`config.mk`:
```
export PLATFORM = sky130hd
export DESIGN_NAME = decoupler_flat
export DESIGN_NICKNAME = d
export VERILOG_FILES = /design/src/rtl/sort_pkg.sv /design/src/rtl/decoupler_if.sv /design/src/rtl/decoupler_skid_buffer.sv /design/src/rtl/decoupler.sv /design/src/flat_wrapper.sv
export SDC_FILE = /design/constraint.sdc
export NUM_CORES = 1
export LEC_CHECK = 0
export CAP_MARGIN = 20
export CORE_AREA = 3 3 302 304
export CTS_CLUSTER_DIAMETER = 40
export DETAILED_ROUTE_END_ITERATION = 6
export DIE_AREA = 0 0 305 307
export PLACE_DENSITY = 0.57
export SLEW_MARGIN = 25
export SYNTH_ARGS = -nofsm -noshare
export SYNTH_HDL_FRONTEND = slang
export SYNTH_SLANG_ARGS = --single-unit
```
`constraint.sdc`:
```
create_clock -name i_clk -period 1.7 [get_ports i_clk]
set_input_delay 0.17 -clock i_clk [delete_from_list [all_inputs] [get_ports i_clk]]
set_output_delay 0.17 -clock i_clk [all_outputs]
set_load 0.02 [all_outputs]
```
`src/rtl/sort_pkg.sv`:
```
// ============================================================================
//  Module      : sort_pkg
//  Description : Shared record types, decoupler state encoding and width
//                helper for the coupling/decoupling stages of the sorter.
//  Revision    : 1.0 - initial release
// ============================================================================
`default_nettype none

package sort_pkg;

    localparam int c_DEFAULT_DATA_WIDTH   = 32;
    localparam int c_DEFAULT_BUNDLE_WIDTH = 8;

    // Payload width of one narrow record: elements times element width.
    function automatic int narrow_width(input int data_width, input int bundle_width);
        return data_width * bundle_width;
    endfunction

    localparam int c_DEFAULT_NW = narrow_width(c_DEFAULT_DATA_WIDTH, c_DEFAULT_BUNDLE_WIDTH);

    typedef struct packed {
        logic                    last;
        logic [c_DEFAULT_NW-1:0] data;
    } narrow_rec_t;

    typedef struct packed {
        logic                    last;
        logic [c_DEFAULT_NW-1:0] high;
        logic [c_DEFAULT_NW-1:0] low;
    } wide_rec_t;

    typedef enum logic [1:0] {
        EMPTY = 2'd0,
        LOW   = 2'd1,
        HIGH  = 2'd2
    } dec_state_t;

endpackage

`default_nettype wire

```
`src/rtl/decoupler_if.sv`:
```
// ============================================================================
//  Module      : decoupler_if
//  Description : Upstream show-ahead FIFO drain port plus downstream
//                valid/ready narrow-record stream of the decoupler.
//  Revision    : 1.0 - initial release
// ============================================================================
`default_nettype none

interface decoupler_if
    import sort_pkg::*;
#(
    parameter int DATA_WIDTH   = 32,
    parameter int BUNDLE_WIDTH = 8
);
    localparam int c_NW = narrow_width(DATA_WIDTH, BUNDLE_WIDTH);

    logic [2*c_NW:0] i_fifo_data;
    logic            i_fifo_empty;
    logic            o_fifo_read;
    logic [c_NW:0]   o_data;
    logic            o_valid;
    logic            i_ready;

    // slave: the decoupler itself; master: the surrounding FIFO and consumer.
    modport slave (
        input  i_fifo_data,
        input  i_fifo_empty,
        input  i_ready,
        output o_fifo_read,
        output o_data,
        output o_valid
    );

    modport master (
        output i_fifo_data,
        output i_fifo_empty,
        output i_ready,
        input  o_fifo_read,
        input  o_data,
        input  o_valid
    );

endinterface

`default_nettype wire

```
`src/rtl/decoupler_skid_buffer.sv`:
```
// ============================================================================
//  Module      : skid_buffer
//  Description : Two-entry valid/ready skid buffer; upstream ready is a
//                registered not-full flag, so no combinational ready path.
//  Revision    : 1.0 - initial release
// ============================================================================
`default_nettype none

module skid_buffer #(
    parameter int WIDTH = 8
) (
    input  wire logic             i_clk,
    input  wire logic             i_rst,
    input  wire logic             i_valid,
    output logic                  o_ready,
    input  wire logic [WIDTH-1:0] i_data,
    output logic                  o_valid,
    input  wire logic             i_ready,
    output logic [WIDTH-1:0]      o_data
);

    logic             r_out_valid;
    logic [WIDTH-1:0] r_out_data;
    logic             r_skid_valid;
    logic [WIDTH-1:0] r_skid_data;
    logic             w_in_fire;

    assign w_in_fire = i_valid && !r_skid_valid;

    // The skid entry only fills when the output entry is stalled, so a
    // transfer is never accepted while both entries are occupied.
    always_ff @(posedge i_clk) begin
        if (i_rst) begin
            r_out_valid  <= 1'b0;
            r_out_data   <= '0;
            r_skid_valid <= 1'b0;
            r_skid_data  <= '0;
        end else if (!r_out_valid || i_ready) begin
            if (r_skid_valid) begin
                r_out_valid  <= 1'b1;
                r_out_data   <= r_skid_data;
                r_skid_valid <= 1'b0;
            end else begin
                r_out_valid <= w_in_fire;
                if (w_in_fire) begin
                    r_out_data <= i_data;
                end
            end
        end else if (w_in_fire) begin
            r_skid_valid <= 1'b1;
            r_skid_data  <= i_data;
        end
    end

    assign o_ready = !r_skid_valid;
    assign o_valid = r_out_valid;
    assign o_data  = r_out_data;

endmodule

`default_nettype wire

```
`src/rtl/decoupler.sv`:
```
// ============================================================================
//  Module      : decoupler
//  Description : Splits 2:1 coupled wide records from a show-ahead FIFO into
//                low-then-high narrow {last, data} records on valid/ready.
//                Optional output skid buffer: define DECOUPLER_OUT_SKID_EN.
//  Revision    : 1.0 - initial release
// ============================================================================
`default_nettype none

module decoupler
    import sort_pkg::*;
#(
    parameter int DATA_WIDTH   = 32,
    parameter int BUNDLE_WIDTH = 8
) (
    input  wire logic  i_clk,
    input  wire logic  i_rst,
    decoupler_if.slave bus
);

    localparam int c_NW = narrow_width(DATA_WIDTH, BUNDLE_WIDTH);

    typedef struct packed {
        logic            last;
        logic [c_NW-1:0] high;
        logic [c_NW-1:0] low;
    } wide_t;

    typedef struct packed {
        logic            last;
        logic [c_NW-1:0] data;
    } narrow_t;

    dec_state_t r_state;
    dec_state_t w_next;
    wide_t      r_hold;
    logic       w_pop;
    logic       w_fsm_valid;
    logic       w_fsm_ready;
    narrow_t    w_fsm_data;

    always_ff @(posedge i_clk) begin
        if (i_rst) begin
            r_state <= EMPTY;
            r_hold  <= '0;
        end else begin
            r_state <= w_next;
            if (w_pop) begin
                r_hold <= bus.i_fifo_data;
            end
        end
    end

    // Popping in HIGH alongside the final transfer keeps the stream bubble-free.
    always_comb begin
        w_next      = r_state;
        w_pop       = 1'b0;
        w_fsm_valid = 1'b0;
        w_fsm_data  = '0;
        case (r_state)
            EMPTY: begin
                w_pop = !bus.i_fifo_empty;
                if (w_pop) begin
                    w_next = LOW;
                end
            end
            LOW: begin
                w_fsm_valid = 1'b1;
                w_fsm_data  = {1'b0, r_hold.low};
                if (w_fsm_ready) begin
                    w_next = HIGH;
                end
            end
            HIGH: begin
                w_fsm_valid = 1'b1;
                w_fsm_data  = {r_hold.last, r_hold.high};
                if (w_fsm_ready) begin
                    w_pop = !bus.i_fifo_empty;
                    if (w_pop) begin
                        w_next = LOW;
                    end else begin
                        w_next = EMPTY;
                    end
                end
            end
            default: begin
                w_next = EMPTY;
            end
        endcase
        if (i_rst) begin
            w_pop       = 1'b0;
            w_fsm_valid = 1'b0;
            w_fsm_data  = '0;
        end
    end

    assign bus.o_fifo_read = w_pop;

`ifdef DECOUPLER_OUT_SKID_EN
    logic          w_skid_valid;
    logic [c_NW:0] w_skid_data;

    skid_buffer #(
        .WIDTH (c_NW + 1)
    ) u_skid (
        .i_clk   (i_clk),
        .i_rst   (i_rst),
        .i_valid (w_fsm_valid),
        .o_ready (w_fsm_ready),
        .i_data  (w_fsm_data),
        .o_valid (w_skid_valid),
        .i_ready (bus.i_ready),
        .o_data  (w_skid_data)
    );

    assign bus.o_valid = w_skid_valid && !i_rst;
    assign bus.o_data  = i_rst ? '0 : w_skid_data;
`else
    assign w_fsm_ready = bus.i_ready;
    assign bus.o_valid = w_fsm_valid;
    assign bus.o_data  = w_fsm_data;
`endif

endmodule

`default_nettype wire

```
`src/flat_wrapper.sv`:
```
// flat-port wrapper written by rule: the top's interface ports become plain ports
module decoupler_flat import sort_pkg::*;
#(
    parameter int DATA_WIDTH   = 32,
    parameter int BUNDLE_WIDTH = 8
)
  (i_clk, i_rst, bus_i_fifo_data, bus_i_fifo_empty, bus_i_ready, bus_o_fifo_read, bus_o_data, bus_o_valid);
  decoupler_if #(.DATA_WIDTH(DATA_WIDTH), .BUNDLE_WIDTH(BUNDLE_WIDTH)) bus_i ();
  input  wire logic i_clk;
  input  wire logic i_rst;
  input wire logic [$bits(bus_i.i_fifo_data)-1:0] bus_i_fifo_data;
  input wire logic [$bits(bus_i.i_fifo_empty)-1:0] bus_i_fifo_empty;
  input wire logic [$bits(bus_i.i_ready)-1:0] bus_i_ready;
  output wire logic [$bits(bus_i.o_fifo_read)-1:0] bus_o_fifo_read;
  output wire logic [$bits(bus_i.o_data)-1:0] bus_o_data;
  output wire logic [$bits(bus_i.o_valid)-1:0] bus_o_valid;
  assign bus_i.i_fifo_data = bus_i_fifo_data;
  assign bus_i.i_fifo_empty = bus_i_fifo_empty;
  assign bus_i.i_ready = bus_i_ready;
  assign bus_o_fifo_read = bus_i.o_fifo_read;
  assign bus_o_data = bus_i.o_data;
  assign bus_o_valid = bus_i.o_valid;
  decoupler #(.DATA_WIDTH(DATA_WIDTH), .BUNDLE_WIDTH(BUNDLE_WIDTH)) u_core (.i_clk(i_clk), .i_rst(i_rst), .bus(bus_i));
endmodule
```
# == Word level (Yosys, flattened, before mapping) ==
# Cells that the tools add are included.
# W data, S select, Z words.
# classes
n_eq_ne,5
mux,12
reduce_logical,4
# op_table
cell,count
$pmux W257 S2,1
$mux W257,1
$mux W2,3
$ne A2 B2 Y1 const B,3
$pmux W2 S3,1
$mux W1,5
$reduce_and A3 Y1,1
$eq A2 B1 Y1 const B,1
$eq A2 B2 Y1 const B,1
$logic_not A2 Y1,1
$pmux W1 S2,1
$reduce_or A2 Y1,1
$logic_not A1 Y1,1
# word_totals
ff_bits,515
inputBits,517
out_inout_bits,259
elab_cells,25

# == Longest topological paths before layout ==
# depth
word_depth,4
ltp_mapped,9
ltp_nobuf,5

# == Worst setup path before layout ==
# OpenSTA, ideal clock, no wires.
# synth_timing
kind,reg2out
startpoint,register u_core.r_state[1]
endpoint,output bus_o_data[146]
arrival_ns,1.686
t_required_ns,1.530
slack_ns,-0.156
stages_incl_launch_ff,8
n_path_buf,3
path_cell_list,dfxtp_1 > inv_1 > ha_1 > clkbuf_1 > clkbuf_1 > clkbuf_1 > a22oi_1 > nor2_1
# synth_between
elab_chain_cells,3
elab_cells_between_ends,4
cone_classes,eq/ne (2); mux (2)
# synth_rtl
element,line,rtl
from (decl),decoupler.sv:34,dec_state_t r_state;
from (signal assigned),decoupler.sv:47,r_state <= w_next;
$eq A2 B2 Y1 or $eq A2 B1 Y1 (tied branches),decoupler.sv:60,case (r_state)
$pmux W257 S2 *,decoupler.sv:60,
$mux W257 *,decoupler.sv:90,if (i_rst) begin
to (decl),flat_wrapper.sv:15,output wire logic [$bits(bus_i.o_data)-1:0] bus_o_data;
# Every way passes the cells marked *; elsewhere a longest branch is shown, timed or not.

# == Worst setup path after layout ==
# layout_timing
startpoint,register u_core.r_state[0]
endpoint,output bus_o_data[96]
# Same word-level chain as after synthesis.

==> run_results.csv <==
group,metric,value,unit
global_route,grt_pass1_wl,135,mm
floorplan,io_pins,776,
pwr,internal-power,38.7,mW
clocking,htreeDepth,3,
pwr,leakage,14.8,nW
global_route,grt_pass1_vias,22400,
global_route,gr-total-overflow,0,
detailed_routing,vias_per_cell,4.53,
hold_path,hold_class,"in -> reg",
synth,synth_seq_cells,515,
detailed_routing,dr.pass1.iters,6,
synth,synth_edf_count,0,
pwr,p_switching,20.2,mW
pwr,finalPower,58.9,mW
synth,synth-seq-area-share,43.3,%
sta,report.final.slew_viol_count,0,
synth,avgSynthCellArea,8.37,µm²
floorplan,initial_core_util,26.9,%
clocking,cts.root.buffer_cell,"clkbuf_16",
global_route,grt_max_degree,119,
final_layout,nets,4204,
pwr,p_seq_share,29.3,%
sta,finalSetupViolations,774,
clocking,clkSinkCount,515,
pwr,p_per_area,1520,nW/µm²
sta,timing.final.crit_share,144,%
sta,fin_ws,-747,ps
pwr,p_comb_share,37.3,%
synth,yosys_warnings,0,
global_route,grt_antenna_before_repair,19,
global_route,grt_usage,18.4,%
final_layout,area_delta_synth_final,62.9,%
synth,yosys-top-cells-area,"dfxtp_1 (43%), mux2i_1 (22%), nand2_1 (16%)",
worst_setup_path,crit_fanout,14,
run_status,status,"complete, but fails checks",
final_layout,final-seq-area,10300,µm²
floorplan,die_y,307,µm
place,dp_hpwl,64.4,mm
clocking,hold_buffers,0,
final_layout,post-route-util,43.9,%
synth,synth.top_cell.area_share,43.3,%
worst_setup_path,critPathRequiredTime,1530,ps
flow_run,cap_violations,0,
detailed_routing,post_drt_wl_per_cell,18.7,µm
worst_setup_path,cp-start-kind,"flip-flop",
synth,yosys-top-cells-count,"nand2_1 (1030), dfxtp_1 (515), mux2i_1 (513), nor2_1 (257), a22oi_1 (256)",
synth,ys.flop_type,"dfxtp_1",
sta,finalHoldViolCount,0,
detailed_routing,postRouteAntennaNets,0,
worst_setup_path,rrSetupSlack,-510,ps
clocking,cts_tree,"done",
clocking,numCtsBuffers,93,
detailed_routing,drt_iter0_markers,1482,
worst_setup_path,crit_type,"reg -> out",
final_layout,drive_gt1_share,25.9,%
sta,worst_slew_pin_slew,821,ps
floorplan,core,88500,µm²
sta,period_needed,2450,ps
clocking,clkTransAtPathRegs,60,ps
floorplan,num_rows,109,
pwr,clockPowerShare,33.4,%
worst_setup_path,critPathArrivalTime,2280,ps
run_status,violations,"setup timing",
floorplan,die_w,305,µm
synth,synth_cell_types,25,
synth,synth_nets,3371,
final_layout,fill_cells,8696,
sta,clock.fmax,409,MHz
worst_setup_path,cp-end-kind,"output pin",
place,io_buffers,775,
pwr,netSwitchingFraction,34.2,%
floorplan,dieArea,93600,µm²
synth,yosysMostFrequentCell,"nand2_1",
synth,post-synth-top-area-cell,"dfxtp_1",
place,dp_slack,-522,ps
detailed_routing,via_count,22400,
sta,rsz0062_at_grt,"true",
final_layout,finalInstanceArea,38800,µm²
pwr,vdd_drop_max,0.00108,V
synth,synthCells,2848,
detailed_routing,drt_wl_total,92.3,mm
clocking,cts_max_path_buffers,3,
detailed_routing,drc,0,
synth,async_flop_share,0,%
worst_setup_path,cp_slowest_stage_delay,370,ps
sta,slew_headroom,45.3,%
sta,finClkSkew,24.6,ps
clocking,clock_latency,640,ps
place,place_congestion,0.833,
worst_setup_path,cp_slowest_cell,"dfxtp_4",
worst_setup_path,critical_path.cell_chain,"inv_4, ha_4, nand2_8, buf_12, buf_16, nor2_2, dlygate4sd2_1",
final_layout,multi_input_area,13300,µm²
place,placed_cell_area,34100,µm²
synth,syn_area,23800,µm²
==> state kept, by name, summed over array words and instances, names as in the netlist <==
register	count
u_core.r_state	2
u_core.r_hold	513
==> final timing paths <==
path                        from                  to  cells after the start
max            u_core.r_state[0]      bus_o_data[96]                      7
min          bus_i_fifo_data[47]   u_core.r_hold[47]                      3
max reg2reg    u_core.r_state[1]   u_core.r_hold[98]                     10
min reg2reg   u_core.r_hold[340]  u_core.r_hold[340]                      2
==> critical path: cells and delay by family, from the launching register on <==
family	cells	cell delay [ps]
flops	1	370
buf+inv	4	760
fa+ha+maj	1	280
simple gates	2	180
==> cells in the final DEF, fill, tap and decap left out, types with 5 or more instances in the layout <==
master,count
clkbuf_1,9
buf_6,52
clkbuf_8,8
inv_6,5
clkbuf_16,100
nor2_1,25
clkbuf_2,40
clkinv_2,14
nor2_2,221
diode_2,14
a22oi_1,142
clkinvlp_4,12
buf_2,18
dfxtp_1,513
mux2i_1,513
clkinv_4,12
bufinv_16,13
buf_4,186
a22oi_2,114
nor2_4,11
buf_8,10
buf_16,17
clkdlybuf4s15_2,64
nand2_1,1029
dlygate4sd2_1,27
buf_12,58
clkdlybuf4s50_1,516
==> through the flow <==
| stage | TNS [ps] | hold WS, ps | instances |
|---|---|---|---|
| 2_1_floorplan | -6970 | 312 | 2848 |
| 3_3_place_gp | -261300 | 440 | 4706 |
| 3_5_place_dp | -278470 | 446 | 4706 |
| 4_1_cts | -377070 | 16.5 | 4909 |
| 5_1_grt | -460950 | 39.3 | 4937 |
| 6_report | -367770 | 82.9 | 4940 |
==> metal layers <==
metal,global-route usage (%),wire length (µm)
met2,31.2,44600
met4,6.33,2300
met5,0,86
met3,5.36,6240
met1,22.3,39100
==> logic make-up (layout without fill, tap and decap cells) <==
logic type	after synthesis	in the layout	share of synthesized area, %
simple gates	1290	1290	20.4
flops	515	515	43.3
mux	513	513	21.5
compound gates	263	263	8.29
buf+inv	261	1174	6.23
fa+ha+maj	6	6	0.315
other cells	0	14	0
==> repair_timing <==
| action | 4_1_cts | 5_1_grt |
|---|---|---|
| cloned | 12 | 6 |
| endpoints found under the setup margin | 763 | 774 |
| buffers inserted | 16 | 11 |
| resized for setup | 758 | 302 |
| pin swaps | 26 | 10 |
==> power by group through the flow <==
stage	Combinational [mW]	Clock [mW]	Sequential, mW
global placement	18.6	0	17.1
finish	22.0	19.7	17.2
global route	23.4	20.6	17.6
detailed placement	18.6	0	17.2
floorplan	12.8	0	16.6
CTS	21.2	20.1	17.1
==> cell type report <==
| class | count | area share (%) |
|---|---|---|
| multi-input combinational | 2072 | 34.3 |
| antenna | 14 | 0.0902 |
| clock buffer | 112 | 6.49 |
| clock inverter | 63 | 2.15 |
| sequential | 515 | 26.6 |
| timing repair buffer | 995 | 26.6 |
| tap | 1165 | 3.75 |
| inverter | 4 | 0.0709 |
Note: power is estimated with default switching activity, not from simulation.
